<file path="src/rtl/cdb_arbiter_pkg.sv">
// ---------------------------------------------------------------------------
// cdb_arbiter_pkg
// Purpose : shared definitions for the CDB arbiter slice: default sizing,
//           the ALU tag type, the broadcast record carried on the CDB and a
//           helper that steps round-robin lane indices (lane 0 never used).
// Ports   : none (package).
// ---------------------------------------------------------------------------
package cdb_arbiter_pkg;

  localparam int CDB_NUM_FU = 8;
  localparam int CDB_DATA_W = 32;
  localparam int CDB_TAG_W  = 8;

  typedef logic [CDB_TAG_W-1:0] alu_tag_t;

  // One broadcast as seen by the ROB and the reservation stations.
  typedef struct packed {
    logic                  valid;
    alu_tag_t              tag;
    logic [CDB_DATA_W-1:0] value;
    logic                  branch_fail;
  } cdb_t;

  // Lane that follows 'lane' in round-robin order; wraps past the top lane
  // back to 1 because tag 0 means "no ALU".
  function automatic int next_lane(input int lane, input int num_fu);
    return (lane >= num_fu - 1) ? 1 : lane + 1;
  endfunction

endpackage

</file>
<file path="src/rtl/cdb_arbiter_if.sv">
// ---------------------------------------------------------------------------
// cdb_arbiter_if
// Purpose : bundles the ALU-lane handshake and the CDB broadcast signals.
// Signals : fu_valid/fu_result/fu_branch_fail/fu_ready - per-lane handshake
//           flush      - ROB mispredict flush
//           cdb_stall  - consumers cannot take a broadcast
//           cdb_valid/cdb_tag/cdb_value/cdb_branch_fail - registered CDB
// Modports: slave  - the arbiter
//           master - the ALU lanes / consumers side
// ---------------------------------------------------------------------------
interface cdb_arbiter_if #(
  parameter int NUM_FU = 8,
  parameter int DATA_W = 32,
  parameter int TAG_W  = 8
);
  logic [NUM_FU-1:0]        fu_valid;
  logic [NUM_FU*DATA_W-1:0] fu_result;
  logic [NUM_FU-1:0]        fu_branch_fail;
  logic [NUM_FU-1:0]        fu_ready;
  logic                     flush;
  logic                     cdb_stall;
  logic                     cdb_valid;
  logic [TAG_W-1:0]         cdb_tag;
  logic [DATA_W-1:0]        cdb_value;
  logic                     cdb_branch_fail;

  modport slave (
    input  fu_valid, fu_result, fu_branch_fail, flush, cdb_stall,
    output fu_ready, cdb_valid, cdb_tag, cdb_value, cdb_branch_fail
  );

  modport master (
    output fu_valid, fu_result, fu_branch_fail, flush, cdb_stall,
    input  fu_ready, cdb_valid, cdb_tag, cdb_value, cdb_branch_fail
  );
endinterface

</file>
<file path="src/rtl/cdb_arbiter_rr_pick.sv">
// ---------------------------------------------------------------------------
// cdb_arbiter_rr_pick
// Purpose : combinational round-robin picker over lanes 1..NUM_FU-1.
// Ports   : req    in  pending lanes (lane 0 excluded)
//           rr_ptr in  lane granted last; search starts just after it
//           grant  out one-hot grant (all zero when nothing pending)
//           index  out granted lane index (0 when nothing pending)
// ---------------------------------------------------------------------------
module cdb_arbiter_rr_pick
  import cdb_arbiter_pkg::*;
#(
  parameter int NUM_FU = 8,
  parameter int TAG_W  = 8
) (
  input  logic [NUM_FU-1:1] req,
  input  logic [TAG_W-1:0]  rr_ptr,
  output logic [NUM_FU-1:1] grant,
  output logic [TAG_W-1:0]  index
);

  int   lane;
  logic found;

  always_comb begin
    grant = '0;
    index = '0;
    found = 1'b0;
    lane  = next_lane(int'(rr_ptr), NUM_FU);
    for (int k = 1; k < NUM_FU; k++) begin
      if (!found && req[lane]) begin
        found       = 1'b1;
        grant[lane] = 1'b1;
        index       = TAG_W'(lane);
      end
      lane = next_lane(lane, NUM_FU);
    end
  end

endmodule

</file>
<file path="src/rtl/cdb_arbiter.sv">
// ---------------------------------------------------------------------------
// cdb_arbiter
// Purpose : shares the single result broadcast bus among the ALU lanes.
//           Each lane owns a one-entry holding register; a round-robin
//           picker grants one pending lane per cycle into the registered CDB.
// Ports   : CLOCK_50 in  system clock, rising edge
//           RSTN_N   in  asynchronous active-low reset
//           bus      cdb_arbiter_if.slave (lane handshake, flush, stall, CDB)
// ---------------------------------------------------------------------------
module cdb_arbiter
  import cdb_arbiter_pkg::*;
#(
  parameter int NUM_FU = CDB_NUM_FU,
  parameter int DATA_W = CDB_DATA_W,
  parameter int TAG_W  = CDB_TAG_W
) (
  input  logic          CLOCK_50,
  input  logic          RSTN_N,
  cdb_arbiter_if.slave  bus
);

  logic [NUM_FU-1:0]        hold_valid;
  logic [NUM_FU*DATA_W-1:0] hold_value;
  logic [NUM_FU-1:0]        hold_bf;
  logic [NUM_FU-1:0]        fu_ready_w;

  logic [NUM_FU-1:1]        pick_grant;
  logic [TAG_W-1:0]         pick_index;
  logic                     grant_en;
  logic [NUM_FU-1:0]        grant;
  logic                     grant_any;
  logic [DATA_W-1:0]        sel_value;
  logic                     sel_bf;

  logic [TAG_W-1:0]         rr_ptr_reg;
  logic                     cdb_valid_reg;
  logic [TAG_W-1:0]         cdb_tag_reg;
  logic [DATA_W-1:0]        cdb_value_reg;
  logic                     cdb_bf_reg;

  cdb_arbiter_rr_pick #(
    .NUM_FU (NUM_FU),
    .TAG_W  (TAG_W)
  ) u_pick (
    .req    (hold_valid[NUM_FU-1:1]),
    .rr_ptr (rr_ptr_reg),
    .grant  (pick_grant),
    .index  (pick_index)
  );

  // Grant depends only on registered state plus stall/flush, never on
  // fu_valid, so fu_ready carries no combinational path from fu_valid.
  assign grant_en  = !(bus.cdb_stall || bus.flush);
  assign grant     = grant_en ? {pick_grant, 1'b0} : '0;
  assign grant_any = |grant;

  genvar gi;
  generate
    for (gi = 0; gi < NUM_FU; gi++) begin : gen_lane
      logic              valid_reg;
      logic [DATA_W-1:0] value_reg;
      logic              bf_reg;
      logic              take;

      // A full hold can still accept when it is being drained this cycle.
      assign fu_ready_w[gi] = (gi != 0) && !bus.flush &&
                              (!hold_valid[gi] || grant[gi]);
      assign take = bus.fu_valid[gi] && fu_ready_w[gi];

      always_ff @(posedge CLOCK_50 or negedge RSTN_N) begin
        if (!RSTN_N) begin
          valid_reg <= 1'b0;
          value_reg <= '0;
          bf_reg    <= 1'b0;
        end else if (bus.flush) begin
          valid_reg <= 1'b0;
        end else if (take) begin
          // Refill wins over the clear caused by a same-edge grant.
          valid_reg <= 1'b1;
          value_reg <= bus.fu_result[gi*DATA_W +: DATA_W];
          bf_reg    <= bus.fu_branch_fail[gi];
        end else if (grant[gi]) begin
          valid_reg <= 1'b0;
        end
      end

      assign hold_valid[gi]                  = valid_reg;
      assign hold_value[gi*DATA_W +: DATA_W] = value_reg;
      assign hold_bf[gi]                     = bf_reg;
    end
  endgenerate

  // AND-OR select of the granted hold register.
  always_comb begin
    sel_value = '0;
    sel_bf    = 1'b0;
    for (int l = 0; l < NUM_FU; l++) begin
      if (grant[l]) begin
        sel_value = hold_value[l*DATA_W +: DATA_W];
        sel_bf    = hold_bf[l];
      end
    end
  end

  always_ff @(posedge CLOCK_50 or negedge RSTN_N) begin
    if (!RSTN_N) begin
      rr_ptr_reg    <= '0;
      cdb_valid_reg <= 1'b0;
      cdb_tag_reg   <= '0;
      cdb_value_reg <= '0;
      cdb_bf_reg    <= 1'b0;
    end else begin
      if (grant_any) begin
        rr_ptr_reg <= pick_index;
      end
      if (bus.flush) begin
        cdb_valid_reg <= 1'b0;
      end else if (!bus.cdb_stall) begin
        if (grant_any) begin
          cdb_valid_reg <= 1'b1;
          cdb_tag_reg   <= pick_index;
          cdb_value_reg <= sel_value;
          cdb_bf_reg    <= sel_bf;
        end else begin
          // Idle cycle: only valid drops, payload fields keep their value.
          cdb_valid_reg <= 1'b0;
        end
      end
    end
  end

  assign bus.fu_ready        = fu_ready_w;
  assign bus.cdb_valid       = cdb_valid_reg;
  assign bus.cdb_tag         = cdb_tag_reg;
  assign bus.cdb_value       = cdb_value_reg;
  assign bus.cdb_branch_fail = cdb_bf_reg;

endmodule

</file>
<file path="src/flat_wrapper.sv">
// flat-port wrapper written by rule: the top's interface ports become plain ports
module cdb_arbiter_flat import cdb_arbiter_pkg::*;
#(
  parameter int NUM_FU = CDB_NUM_FU,
  parameter int DATA_W = CDB_DATA_W,
  parameter int TAG_W  = CDB_TAG_W
)
  (CLOCK_50, RSTN_N, bus_fu_valid, bus_fu_result, bus_fu_branch_fail, bus_flush, bus_cdb_stall, bus_fu_ready, bus_cdb_valid, bus_cdb_tag, bus_cdb_value, bus_cdb_branch_fail);
  cdb_arbiter_if #(.NUM_FU(NUM_FU), .DATA_W(DATA_W), .TAG_W(TAG_W)) bus_i ();
  input  logic CLOCK_50;
  input  logic RSTN_N;
  input wire logic [$bits(bus_i.fu_valid)-1:0] bus_fu_valid;
  input wire logic [$bits(bus_i.fu_result)-1:0] bus_fu_result;
  input wire logic [$bits(bus_i.fu_branch_fail)-1:0] bus_fu_branch_fail;
  input wire logic [$bits(bus_i.flush)-1:0] bus_flush;
  input wire logic [$bits(bus_i.cdb_stall)-1:0] bus_cdb_stall;
  output wire logic [$bits(bus_i.fu_ready)-1:0] bus_fu_ready;
  output wire logic [$bits(bus_i.cdb_valid)-1:0] bus_cdb_valid;
  output wire logic [$bits(bus_i.cdb_tag)-1:0] bus_cdb_tag;
  output wire logic [$bits(bus_i.cdb_value)-1:0] bus_cdb_value;
  output wire logic [$bits(bus_i.cdb_branch_fail)-1:0] bus_cdb_branch_fail;
  assign bus_i.fu_valid = bus_fu_valid;
  assign bus_i.fu_result = bus_fu_result;
  assign bus_i.fu_branch_fail = bus_fu_branch_fail;
  assign bus_i.flush = bus_flush;
  assign bus_i.cdb_stall = bus_cdb_stall;
  assign bus_fu_ready = bus_i.fu_ready;
  assign bus_cdb_valid = bus_i.cdb_valid;
  assign bus_cdb_tag = bus_i.cdb_tag;
  assign bus_cdb_value = bus_i.cdb_value;
  assign bus_cdb_branch_fail = bus_i.cdb_branch_fail;
  cdb_arbiter #(.NUM_FU(NUM_FU), .DATA_W(DATA_W), .TAG_W(TAG_W)) u_core (.CLOCK_50(CLOCK_50), .RSTN_N(RSTN_N), .bus(bus_i));
endmodule
</file>
<file path="config.mk">
export PLATFORM = sky130hd
export DESIGN_NAME = cdb_arbiter_flat
export DESIGN_NICKNAME = d
export VERILOG_FILES = /design/src/rtl/cdb_arbiter_pkg.sv /design/src/rtl/cdb_arbiter_if.sv /design/src/rtl/cdb_arbiter_rr_pick.sv /design/src/rtl/cdb_arbiter.sv /design/src/flat_wrapper.sv
export SDC_FILE = /design/constraint.sdc
export NUM_CORES = 1
export LEC_CHECK = 0
export ABC_AREA = 1
export BUFFER_PORTS_ARGS = -buffer_cell sky130_fd_sc_hd__buf_2
export CORE_MARGIN = 3
export CORE_UTILIZATION = 40
export CTS_CLUSTER_DIAMETER = 30
export DETAILED_ROUTE_END_ITERATION = 6
export PLACE_DENSITY = 0.69
export SYNTH_ARGS = -nofsm -noshare
export SYNTH_HDL_FRONTEND = slang
export SYNTH_SLANG_ARGS = --single-unit
</file>
<file path="constraint.sdc">
create_clock -name CLOCK_50 -period 7.6 [get_ports CLOCK_50]
set_input_delay 0 -clock CLOCK_50 [delete_from_list [all_inputs] [get_ports CLOCK_50]]
set_output_delay 0 -clock CLOCK_50 [all_outputs]
set_load 0.005 [all_outputs]
</file>
==> flow_metrics.py <==
metrics = {
    "run_status": {
        "outcome": "complete, no violations",
    },
    "grt": {
        "grt_overflow": 0,
        "grt_pass1_wl_um": 92090,
        "grt_use_total": 0.2973,
        "grt_pass1_vias": 16760,
        "antenna_found_initial": 8,
        "grt_max_degree": 153,
    },
    "logic_synthesis": {
        "synth_edf_count": 0,
        "synth_area_sq_mm": 0.01504,
        "avgSynthCellArea_sq_um": 7.766,
        "synth_nets": 2220,
        "synth_cells": 1937,
        "synth_flop_cell": "dfrtp_1",
        "ys_types": 46,
        "yosysWarningCount": 0,
        "seq_area_frac_synth": 0.4791,
        "synth_seq_cells": 288,
        "ys_async_sr_fraction": 1.000,
    },
    "setup_path": {
        "start_kind": "register",
        "reg2reg_depth": 44,
        "rrSetupSlack_ps": 390,
        "r2r_start": "u_core.rr_ptr_reg[0]",
        "critPathCaptureType": "register",
        "crit_type": "reg -> reg",
        "slowest_stage": "dlygate4sd3_1",
        "crit_family": "simple AND/OR/NAND/NOR gates",
        "critical_path_arrival_ps": 7720,
        "cp.required_ps": 8120,
        "path_buf_inv": 8,
        "crit_path_max_incr_delay_ps": 590,
        "r2r_end": "u_core.gen_lane[7].value_reg[18]",
        "critPathMaxFanout": 17,
        "path_common_cell": "nand2_1",
    },
    "cts": {
        "insertion_delay_ps": 590,
        "cts_root_buffer": "clkbuf_16",
        "cts_made_buffers": 70,
        "clkSinkCount": 288,
        "cts.clk_slew.worst_paths_ps": 50,
        "htreeDepth": 3,
        "cts_tree": "built",
        "clk_path_buf_depth": 3,
    },
    "floorplanning": {
        "coreArea_sq_mm": 0.03687,
        "num_rows": 70,
        "initial_utilization": 0.4080,
        "die-area_sq_mm": 0.03997,
        "die_w_um": 199.9,
        "die_y_um": 199.9,
        "ios": 326,
    },
    "sta": {
        "setup_slack_ps": 394.0,
        "finalSetupViolCount": 0,
        "fin_crit_sh": 0.9482,
        "max_freq_mhz": 138.8,
        "finalCriticalPeriod_ps": 7206,
        "drv_slew": 0,
        "worstMarginPinSlew_ps": 900.0,
        "hold_viol": 0,
        "finClkSkew_ps": 25.70,
        "relSlewSlack": 0.4000,
    },
    "job": {
        "maxCapViolations": 0,
    },
    "detailed_routing": {
        "vias_per_cell": 5.419,
        "routedWlPerCell_um": 19.63,
        "drt_iter0_markers": 1491,
        "num_vias": 16530,
        "drt-pass1-iter-count": 6,
        "routed_wl_um": 59890,
        "ant_nets": 0,
        "post-route-drc-count": 0,
    },
    "placed_design": {
        "gp_congestion": 0.9357,
        "dp.final_hpwl_um": 36920,
        "dpl_worst_slack_ps": 521.5,
        "dp.cells": 2662,
        "port_buffers": 290,
    },
    "cells_and_area": {
        "drive_gt1_frac": 0.2216,
        "nFillCells": 3121,
        "fin_nets": 2769,
        "area_growth_pct": 47.78,
        "instances_no_fill": 3051,
        "largest_reg_flops": 224,
    },
    "worst_hold_path": {
        "hp-class": "in -> async",
    },
}
==> layout make-up <==
type / count / area (sq um) / area share
timing repair buffer: 600 / 4557 / 0.2050
sequential: 288 / 7207 / 0.3242
clock inverter: 37 / 576.8 / 0.02595
inverter: 78 / 292.8 / 0.01317
tap: 504 / 630.6 / 0.02837
clock buffer: 90 / 1979 / 0.08904
multi-input combinational: 1448 / 6972 / 0.3136
antenna: 6 / 15.01 / 0.0006754
==> per-layer routing <==
metal,GRT usage,vias to the layer above,wire (um)
met2,0.4881,933,28510
met5,0,-,27
met1,0.3663,7806,23460
met3,0.06026,244,4267
li1,-,7546,-
met4,0.1729,4,3624
==> Yosys cell counts (all sizes together), types with 2 or more instances <==
master,instances,area [sq um]
nand3b,7,52.55
nor3,10,50.05
o211ai,5,37.54
clkinv,2,7.510
ha,7,87.58
buf,68,404.1
nand3,468,2385
inv,76,285.3
o21ai,31,192.7
clkbuf,55,206.5
a31oi,2,12.51
o21bai,31,244.0
o31ai,4,30.03
a21oi,32,239.0
nand2,691,2694
nand4,49,406.6
dfrtp,288,7207
nor2,99,401.6
a2111o,2,22.52
==> stage by stage <==
step	setup TNS, ps	area (sq um)	hold WS [ps]	utilization
2_1_floorplan	0	15040	-295.6	-
3_3_place_gp	0	17080	54.58	0.4632
3_5_place_dp	0	17080	66.54	0.4632
4_1_cts	0	22030	0.3804	0.5974
5_1_grt	-838.8	22230	32.43	0.6029
6_report	0	22230	20.09	0.6029
==> kinds of logic (layout without fill, tap and decap cells) <==
group / Yosys count / count (layout) / share of synthesized area
adder cells (fa/ha/maj): 7 / 7 / 0.005822
AO/OA/AOI/OAI: 114 / 114 / 0.05565
buffers and inverters: 201 / 805 / 0.06005
other: 1 / 7 / 0.0002493
flip-flops: 288 / 288 / 0.4791
AND/OR/NAND/NOR: 1326 / 1326 / 0.3992
==> cell usage in the layout (no fill, tap or decap), types with 8 or more instances in the layout <==
| cell type | n |
|---|---|
| o21bai_1 | 30 |
| inv_1 | 66 |
| dfrtp_1 | 288 |
| nor2_2 | 9 |
| nand2_2 | 20 |
| o21ai_0 | 22 |
| dlygate4sd3_1 | 239 |
| inv_2 | 10 |
| nor2_1 | 87 |
| buf_12 | 11 |
| buf_4 | 57 |
| clkinvlp_4 | 8 |
| nand2_1 | 664 |
| a21oi_1 | 25 |
| clkinv_2 | 9 |
| nand3_1 | 460 |
| buf_2 | 289 |
| bufinv_16 | 12 |
| nor3_1 | 10 |
| clkbuf_16 | 73 |
| nand4_1 | 40 |
| clkbuf_8 | 11 |
==> worst max-delay path by stage <==
stage / from / endpoint / slack, ps / cells after the start
2_1_floorplan: u_core.rr_ptr_reg[0] / u_core.gen_lane[6].bf_reg / 1160 / 44
3_3_place_gp: u_core.rr_ptr_reg[0] / u_core.rr_ptr_reg[2] / 650 / 45
3_5_place_dp: u_core.rr_ptr_reg[0] / u_core.bus.cdb_tag[2] / 520 / 45
4_1_cts: u_core.rr_ptr_reg[0] / bus_fu_ready[1] / 160 / 42
5_1_grt: u_core.rr_ptr_reg[0] / u_core.gen_lane[7].value_reg[18] / -130 / 44
6_report: u_core.rr_ptr_reg[0] / u_core.gen_lane[7].value_reg[18] / 390 / 44
==> timing repair <==
item	in CTS	in global routing
hold buffers	239	0
resized for setup	0	11
endpoints found under the setup margin	0	124
buffers inserted	0	16
endpoints found under the hold margin	324	0
Power is not shown: default switching activity piles up to over one toggle a cycle in this logic, so the estimate is an artifact.
